<file path="config.mk">
export PLATFORM = sky130hd
export DESIGN_NAME = reg_wb_scheduler
export DESIGN_NICKNAME = d
export VERILOG_FILES = /design/src/rtl/reg_wb_scheduler_pkg.sv /design/src/rtl/reg_wb_scheduler_scoreboard.sv /design/src/rtl/reg_wb_scheduler.sv
export SDC_FILE = /design/constraint.sdc
export NUM_CORES = 1
export LEC_CHECK = 0
export CAP_MARGIN = 30
export CORE_MARGIN = 2
export CORE_UTILIZATION = 43
export CTS_BUF_LIST = sky130_fd_sc_hd__clkbuf_8 sky130_fd_sc_hd__clkbuf_16
export CTS_CLUSTER_DIAMETER = 40
export CTS_CLUSTER_SIZE = 14
export DETAILED_ROUTE_END_ITERATION = 10
export PLACE_DENSITY = 0.78
export SLEW_MARGIN = 30
export SYNTH_ARGS = -nofsm -noshare
export SYNTH_HDL_FRONTEND = slang
export SYNTH_SLANG_ARGS = --single-unit
export TNS_END_PERCENT = 10
</file>
<file path="constraint.sdc">
create_clock -name clk -period 5.27 [get_ports clk]
set_input_delay 1.581 -clock clk [delete_from_list [all_inputs] [get_ports clk]]
set_output_delay 1.581 -clock clk [all_outputs]
set_load 0.03 [all_outputs]
</file>
<file path="src/rtl/reg_wb_scheduler_pkg.sv">
// rtl/reg_wb_scheduler_pkg.sv - shared types and constants for the register write-back scheduler
package reg_wb_scheduler_pkg;
  localparam int NUM_REGS  = 16;
  localparam int REG_IDX_W = 4;
  localparam int DATA_W    = 32;

  typedef enum logic [1:0] {
    IDLE   = 2'd0,
    SETUP  = 2'd1,
    STROBE = 2'd2,
    HOLD   = 2'd3
  } wb_state_t;

  typedef enum logic {
    REQ_ALU = 1'b0,
    REQ_LD  = 1'b1
  } req_id_t;

  function automatic logic [NUM_REGS-1:0] idx_mask(input logic [REG_IDX_W-1:0] idx);
    return NUM_REGS'(1) << idx;
  endfunction
endpackage

</file>
<file path="src/rtl/reg_wb_scheduler_scoreboard.sv">
// rtl/reg_wb_scheduler_scoreboard.sv - outstanding-load scoreboard with duplicate-issue flag and source hazard lookup
module reg_scoreboard
  import reg_wb_scheduler_pkg::*;
(
  input  logic                 clk,
  input  logic                 rst,
  input  logic                 set_en,
  input  logic [REG_IDX_W-1:0] set_idx,
  input  logic                 clr_en,
  input  logic [REG_IDX_W-1:0] clr_idx,
  input  logic [REG_IDX_W-1:0] src1_sel,
  input  logic [REG_IDX_W-1:0] src2_sel,
  output logic [NUM_REGS-1:0]  pending,
  output logic                 issue_err,
  output logic                 src_hazard
);
  logic [NUM_REGS-1:0] set_mask;
  logic [NUM_REGS-1:0] clr_mask;
  logic                dup_issue;

  // A bit being cleared this cycle is free again, so re-issuing it is legal.
  always_comb begin
    set_mask  = set_en ? idx_mask(set_idx) : '0;
    clr_mask  = clr_en ? idx_mask(clr_idx) : '0;
    dup_issue = |(set_mask & pending & ~clr_mask);
  end

  always_ff @(posedge clk or posedge rst) begin
    if (rst) begin
      pending   <= '0;
      issue_err <= 1'b0;
    end else begin
      pending <= (pending & ~clr_mask) | set_mask;
      if (dup_issue) issue_err <= 1'b1;
    end
  end

  assign src_hazard = pending[src1_sel] | pending[src2_sel];
endmodule

</file>
<file path="src/rtl/reg_wb_scheduler.sv">
// rtl/reg_wb_scheduler.sv - arbitrates ALU and load write-backs into setup/strobe/hold pulses for the latch bank
module reg_wb_scheduler
  import reg_wb_scheduler_pkg::*;
#(
  parameter int STROBE_CYCLES = 1
) (
  input  logic                 clk,
  input  logic                 rst,
  input  logic                 alu_valid,
  input  logic [REG_IDX_W-1:0] alu_dest,
  input  logic [DATA_W-1:0]    alu_data,
  output logic                 alu_ready,
  input  logic                 ld_valid,
  input  logic [REG_IDX_W-1:0] ld_dest,
  input  logic [DATA_W-1:0]    ld_data,
  output logic                 ld_ready,
  input  logic                 ld_issue,
  input  logic [REG_IDX_W-1:0] ld_issue_dest,
  input  logic [REG_IDX_W-1:0] src1_sel,
  input  logic [REG_IDX_W-1:0] src2_sel,
  output logic [REG_IDX_W-1:0] wr_dest,
  output logic [DATA_W-1:0]    wr_data,
  output logic                 wr_en,
  output logic [NUM_REGS-1:0]  pending,
  output logic                 hazard,
  output logic                 busy,
  output logic                 issue_err
);
  localparam int CNT_W = 2;

  wb_state_t        state;
  wb_state_t        state_nxt;
  logic [CNT_W-1:0] cnt;
  req_id_t          rr_last;
  req_id_t          winner;
  logic             alu_elig;
  logic             ld_elig;
  logic             grant_alu;
  logic             grant_ld;
  logic             alu_take;
  logic             ld_take;
  logic             clr_en;
  logic             sb_hazard;

  reg_scoreboard u_scoreboard (
    .clk        (clk),
    .rst        (rst),
    .set_en     (ld_issue),
    .set_idx    (ld_issue_dest),
    .clr_en     (clr_en),
    .clr_idx    (wr_dest),
    .src1_sel   (src1_sel),
    .src2_sel   (src2_sel),
    .pending    (pending),
    .issue_err  (issue_err),
    .src_hazard (sb_hazard)
  );

  always_ff @(posedge clk or posedge rst) begin
    if (rst) state <= IDLE;
    else     state <= state_nxt;
  end

  always_comb begin
    state_nxt = state;
    case (state)
      IDLE:    if (alu_take || ld_take) state_nxt = SETUP;
      SETUP:   state_nxt = STROBE;
      STROBE:  if (cnt == '0) state_nxt = HOLD;
      HOLD:    state_nxt = IDLE;
      default: state_nxt = IDLE;
    endcase
  end

  // ALU writes to a register with a load in flight wait, so the load cannot overwrite them later.
  always_comb begin
    alu_elig  = alu_valid && !pending[alu_dest];
    ld_elig   = ld_valid;
    grant_alu = alu_elig && (!ld_elig || rr_last == REQ_LD);
    grant_ld  = ld_elig && (!alu_elig || rr_last == REQ_ALU);
    alu_ready = (state == IDLE) && grant_alu;
    ld_ready  = (state == IDLE) && grant_ld;
    wr_en     = (state == STROBE);
    busy      = (state != IDLE);
    clr_en    = (state == HOLD) && (winner == REQ_LD);
    hazard    = sb_hazard | (busy && (wr_dest == src1_sel || wr_dest == src2_sel));
  end

  assign alu_take = alu_valid && alu_ready;
  assign ld_take  = ld_valid && ld_ready;

  always_ff @(posedge clk or posedge rst) begin
    if (rst) begin
      cnt     <= '0;
      rr_last <= REQ_LD;
      winner  <= REQ_ALU;
      wr_dest <= '0;
      wr_data <= '0;
    end else begin
      if (state == SETUP)                  cnt <= CNT_W'(STROBE_CYCLES - 1);
      else if (state == STROBE && cnt != '0) cnt <= cnt - 1'b1;
      if (alu_take) begin
        wr_dest <= alu_dest;
        wr_data <= alu_data;
        winner  <= REQ_ALU;
        rr_last <= REQ_ALU;
      end else if (ld_take) begin
        wr_dest <= ld_dest;
        wr_data <= ld_data;
        winner  <= REQ_LD;
        rr_last <= REQ_LD;
      end
    end
  end
endmodule

</file>
After elaboration in Yosys (flattened, before gate mapping)
Cells that the tools add are included.
W data, S select, Z words.
- $add $sub $neg: 1
- $lt $le $gt $ge: 3
- equal/unequal tests: 7
- shift-type cells: 2
- muxes and demuxes: 19
- bitwise gates (word level): 8
- reductions and logical operators: 25
- operators with widths (operator ; number):
    $mux W32 ; 2
    $and A16 B16 Y16 ; 3
    $mux W16 ; 2
    $shl A1 B4 Y16 const A ; 2
    $not A16 Y16 ; 1
    $or A16 B16 Y16 ; 1
    $reduce_or A16 Y1 ; 1
    $lt A4 B5 Y1 const B ; 3
    $bmux W1 S4 ; 3
    $logic_and A1 B1 Y1 ; 10
    $eq A4 B4 Y1 ; 2
    $mux W2 ; 4
    $mux W4 ; 2
    $pmux W2 S4 ; 1
    $reduce_bool A2 Y1 ; 4
    $mux W1 ; 5
    $eq A2 B2 Y1 const B ; 2
    $logic_not A2 Y1 ; 2
    $logic_or A1 B1 Y1 ; 4
    $logic_not A1 Y1 ; 3
    $eq A2 B1 Y1 const B ; 1
    $ne A2 B1 Y1 const B ; 1
    $ne A2 B2 Y1 const B ; 1
    $or A1 B1 Y1 ; 2
    other kinds (3) ; 3
- register bits: 59
- input port bits: 89
- output and inout bits: 58
- word-level logic and storage cells: 73

Longest topological paths before layout
- depth after elaboration: 12
- depth in mapped cells: 10
- mapped depth without buffers: 7

By module
From an unflattened synthesis, not the netlist that was laid out.
- cell total of the unflattened synthesis: 327
- area, all modules: 3408.3 µm²
- modules (own cells, without submodules) (module ; instances ; cells an instance ; area each (µm²) ; seq. area each (µm²)):
    reg_wb_scheduler ; 1 ; 218 ; 2267.2 ; 1052.3
    reg_scoreboard ; 1 ; 109 ; 1141.1 ; 425.4

Least setup slack after synthesis
OpenSTA, ideal clock, no wires.
- kind: in2out
- from: input alu_dest[0]
- to: output alu_ready
- arrival: 3.234 ns
- required time: 3.689 ns
- setup slack: 0.455 ns
- stages: 8
- buffers on the path: 4
- cell sequence: buf_2 mux4_2 a22oi_1 o311a_1 and3_1 buf_2 buf_8 buf_12
- longest elaborated chain between the ends: 6
- ends and longest elaborated chain (element ; line ; RTL):
    start: declaration ; reg_wb_scheduler.sv:10 ; input logic [REG_IDX_W-1:0] alu_dest,
    $bmux W1 S4 ; reg_wb_scheduler.sv:77 ; alu_elig = alu_valid && !pending[alu_dest];
    $mux W1 (not written as such) ; reg_wb_scheduler.sv:77 ;
    $logic_not A1 Y1 ; reg_wb_scheduler.sv:77 ;
    $logic_and A1 B1 Y1 ; reg_wb_scheduler.sv:77 ;
    $logic_and A1 B1 Y1 ; reg_wb_scheduler.sv:79 ; grant_alu = alu_elig && (!ld_elig || rr_last == REQ_LD);
    $logic_and A1 B1 Y1 ; reg_wb_scheduler.sv:81 ; alu_ready = (state == IDLE) && grant_alu;
    end: declaration ; reg_wb_scheduler.sv:12 ; output logic alu_ready,
No other way between the ends. The select of a mux whose other input is x is not followed.

Worst setup path after layout
- from: input src2_sel[0]
- to: output hazard
- longest elaborated chain between the ends: 4
- elaborated cells on any way between the ends: 7
- classes of those cells: eq/ne (1); mux (2); bitwise (2); reduce/logical (2)
- ends and longest elaborated chain (element ; line ; RTL):
    start: declaration ; reg_wb_scheduler.sv:20 ; input logic [REG_IDX_W-1:0] src2_sel,
    $bmux W1 S4 / $eq A4 B4 Y1 (equally long branches) ; reg_wb_scheduler_scoreboard.sv:38, reg_wb_scheduler.sv:86 ;
    $mux W1 (not written as such) / $logic_or A1 B1 Y1 (equally long branches) ; reg_wb_scheduler_scoreboard.sv:38, reg_wb_scheduler.sv:86 ;
    $or A1 B1 Y1 / $logic_and A1 B1 Y1 (equally long branches) ; reg_wb_scheduler_scoreboard.sv:38, reg_wb_scheduler.sv:86 ;
    $or A1 B1 Y1 * ; reg_wb_scheduler.sv:86 ; hazard = sb_hazard | (busy && (wr_dest == src1_sel || wr_dest == src2_sel));
    end: declaration ; reg_wb_scheduler.sv:25 ; output logic hazard,
Every way passes the cells marked *; elsewhere a longest branch is shown, timed or not. The select of a mux whose other input is x is not followed.

==> qor.txt <==
DR WL/cell: 17.6 um
Fmax: 197 MHz
Ports: 147
CP max FO: 5
WL final: 10,200 um
slew margin rel.: 58.0%
placed cell areas: 4920 um2
Power Total: 2680 uW
Post-Synthesis Mean Instance Area: 10.2 um2
Max-Cap Viols: 0
synthesized area: 3390 um2
CTS Buf Count: 9
cts hold-fix bufs: 0
Combinational Power Share: 52.6%
switching power of the nets: 1180 uW
largest family of logic cells by synthesized area: multiplexers
final number of setup-violating endpoints: 0
Layout Nets: 569
Slew @ Worst Pin: 630 ps
synth unique cells: 47
area growth from synthesis to layout: 50.7%
drt first pass iters: 5
Design Area, Final: 5100 um2
fin crit share: 96.4%
layout cells sized above 1: 10.0%
Max VDD drop: 0.000281 V
post-synthesis mux area share: 20.2%
Worst Setup Slack post-DPL: -334 ps
Final Wtd Congestion: 0.933
Startpoint Class: input port
data required time at the worst endpoint: 3690 ps
HP Class: reg -> reg
CORE AREA: 7690 um2
initial antenna violation count: 0
outcome: finished clean
die area: 8600 um2
RSZ-0062 raised after global routing: false
Slew Limit Fails: 0
Final Core Density: 66.4%
CTS tree: built
post-layout minimum cycle time: 5080 ps
simple-gate share of the synthesized area: 12.7%
antenna-violating nets left: 0
1st-iter DRT viols: 164
Synth async-reset ratio: 100%
Reg power frac: 32.5%
first-pass GRT wire length: 16,200 um
Antenna Cells: 0
worst path arrival time: 3500 ps
Int Pwr: 1500 uW
post-synthesis adder-cell area fraction: 2.22%
post-CTS sizing: 2
critical path class: in -> out
Initial Util: 44.0%
# port buffers: 146
CTS clk-pin slew, worst paths: 70 ps
register area share after synthesis: 43.6%
post-CTS setup buffers: 0
Root Buffer: clkbuf_8
predominant post-synthesis flop cell: dfrtp_1
GRT overflow: 0
Final HPWL DP: 7740 um
Clock Path Buffers: 2
vias in the first global route: 3,148
Chip Width: 92.7 um
# DRC: 0
Die Height: 92.7 um
crit end category: output pin
detailed-route via count: 3,191
row count: 32
cells after synthesis: 331
P per Cell Area: 526 nW/um2
EDFF count, synth: 0
Synth warnings: 0
DR vias/cell: 5.49
Clk pwr share: 14.9%
# H-tree levels: 3
largest net degree at the start of global routing: 73
worst-skew pair later-pin latency: 330 ps
Mapped Nets: 426
xor and xnor area share after synthesis: 2.59%
gr usage total: 25.0%
hold_ws: 483 ps
PnR worst setup slack: 187 ps
Static Leak: 0.00197 uW
clk_skew: 6.87 ps
Switching Share: 44.1%
clock sink count: 59
final hold vios: 0
Compound-Gate Fraction of Synth Area: 13.9%
post-synthesis register bit count: 59
power by group through the flow:
stage,registers (uW),logic [uW],clock network [uW]
floorplan,1130,539,0
global placement,858,1400,0
detailed placement,870,1420,0
CTS,864,1420,414
global route,891,1510,437
finish,871,1410,401
per-layer routing:
metal  vias to the layer above  track usage (%)  part of all wire (%)
met5                         -                0                     0
met2                       157             42.3                    51
met1                      1527             30.5                    39
met4                         0             8.70                   2.6
li1                       1484                -                     -
met3                        23             7.08                   7.5
sequential cells by signal (all words and copies together), names as in the netlist:
register / flops
rr_last: 1
u_scoreboard.issue_err: 1
wr_dest: 4
wr_data: 32
winner: 1
u_scoreboard.pending: 16
state: 2
cnt: 2
metrics by stage:
step                      setup TNS [ps]  std cells
after CTS                              0        581
after global routing                   0        581
after detailed placement            -334        565
after floorplan                        0        331
after global placement              -322        565
final                                  0        581
Yosys cell counts, types with 5 or more instances:
cell,count,area share [%]
xor2_1,5,1.3
inv_1,7,0.78
mux2i_1,38,11
o21ai_0,25,3.7
nand2_1,49,5.4
nand2b_1,6,1.1
mux4_2,13,8.6
dfrtp_1,58,43
o21ai_1,39,5.8
xnor2_1,5,1.3
nor2b_1,5,0.92
ha_1,6,2.2
clkbuf_1,17,1.9
nor2_1,8,0.89
path summary, 6_finish.rpt:
kind	from	endpoint	slack, ps	cells past startpoint
worst max register to register	u_scoreboard.pending[10]$_DFF_PP0_	wr_data[4]$_DFFE_PP0P_	2590	7
max in group asynchronous	rst	u_scoreboard.pending[0]$_DFF_PP0_	3010	3
worst min-delay path	wr_data[12]$_DFFE_PP0P_	wr_data[12]$_DFFE_PP0P_	480	2
min in group asynchronous	rst	wr_data[17]$_DFFE_PP0P_	1690	2
worst max-delay path	src2_sel[0]	hazard	190	7
worst min register to register	wr_data[12]$_DFFE_PP0P_	wr_data[12]$_DFFE_PP0P_	480	2
cells in the final DEF, fill, tap and decap left out, types with 3 or more instances in the layout:
| master | count |
|---|---|
| o21ai_0 | 25 |
| inv_1 | 7 |
| a21oi_1 | 4 |
| clkdlybuf4s50_1 | 142 |
| mux2i_1 | 38 |
| nor2_1 | 8 |
| buf_4 | 11 |
| mux4_2 | 13 |
| o21ai_1 | 38 |
| xnor2_1 | 5 |
| ha_1 | 6 |
| dfrtp_1 | 58 |
| clkbuf_8 | 10 |
| nand3_1 | 4 |
| nor2b_1 | 5 |
| clkinv_2 | 3 |
| xor2_1 | 5 |
| nand2b_1 | 6 |
| o32ai_1 | 3 |
| nand2_1 | 49 |
cells by family (layout without fill, tap and decap cells):
kind of cell / Yosys count / after routing
buffers and inverters: 30 / 178
AND/OR/NAND/NOR: 90 / 90
multiplexers: 52 / 52
AO/OA/AOI/OAI: 84 / 84
adder cells (fa/ha/maj): 6 / 6
flip-flops: 59 / 59
XOR/XNOR: 10 / 10
layout make-up:
cell class	instances	area [um2]
fill	643	2580
inverter	7	28.8
sequential	59	1480
tap	102	128
clock inverter	6	56.3
timing repair buffer	155	1520
multi-input combinational	242	1760
clock buffer	10	138
critical path: stages:
cell and delay [ps]:
clkdlybuf4s50_1 460, buf_4 150, mux4_2 490, mux4_2 470, nor2_1 90, o21ai_1 60, clkbuf_2 200
Power figures use the tool's default switching activity.
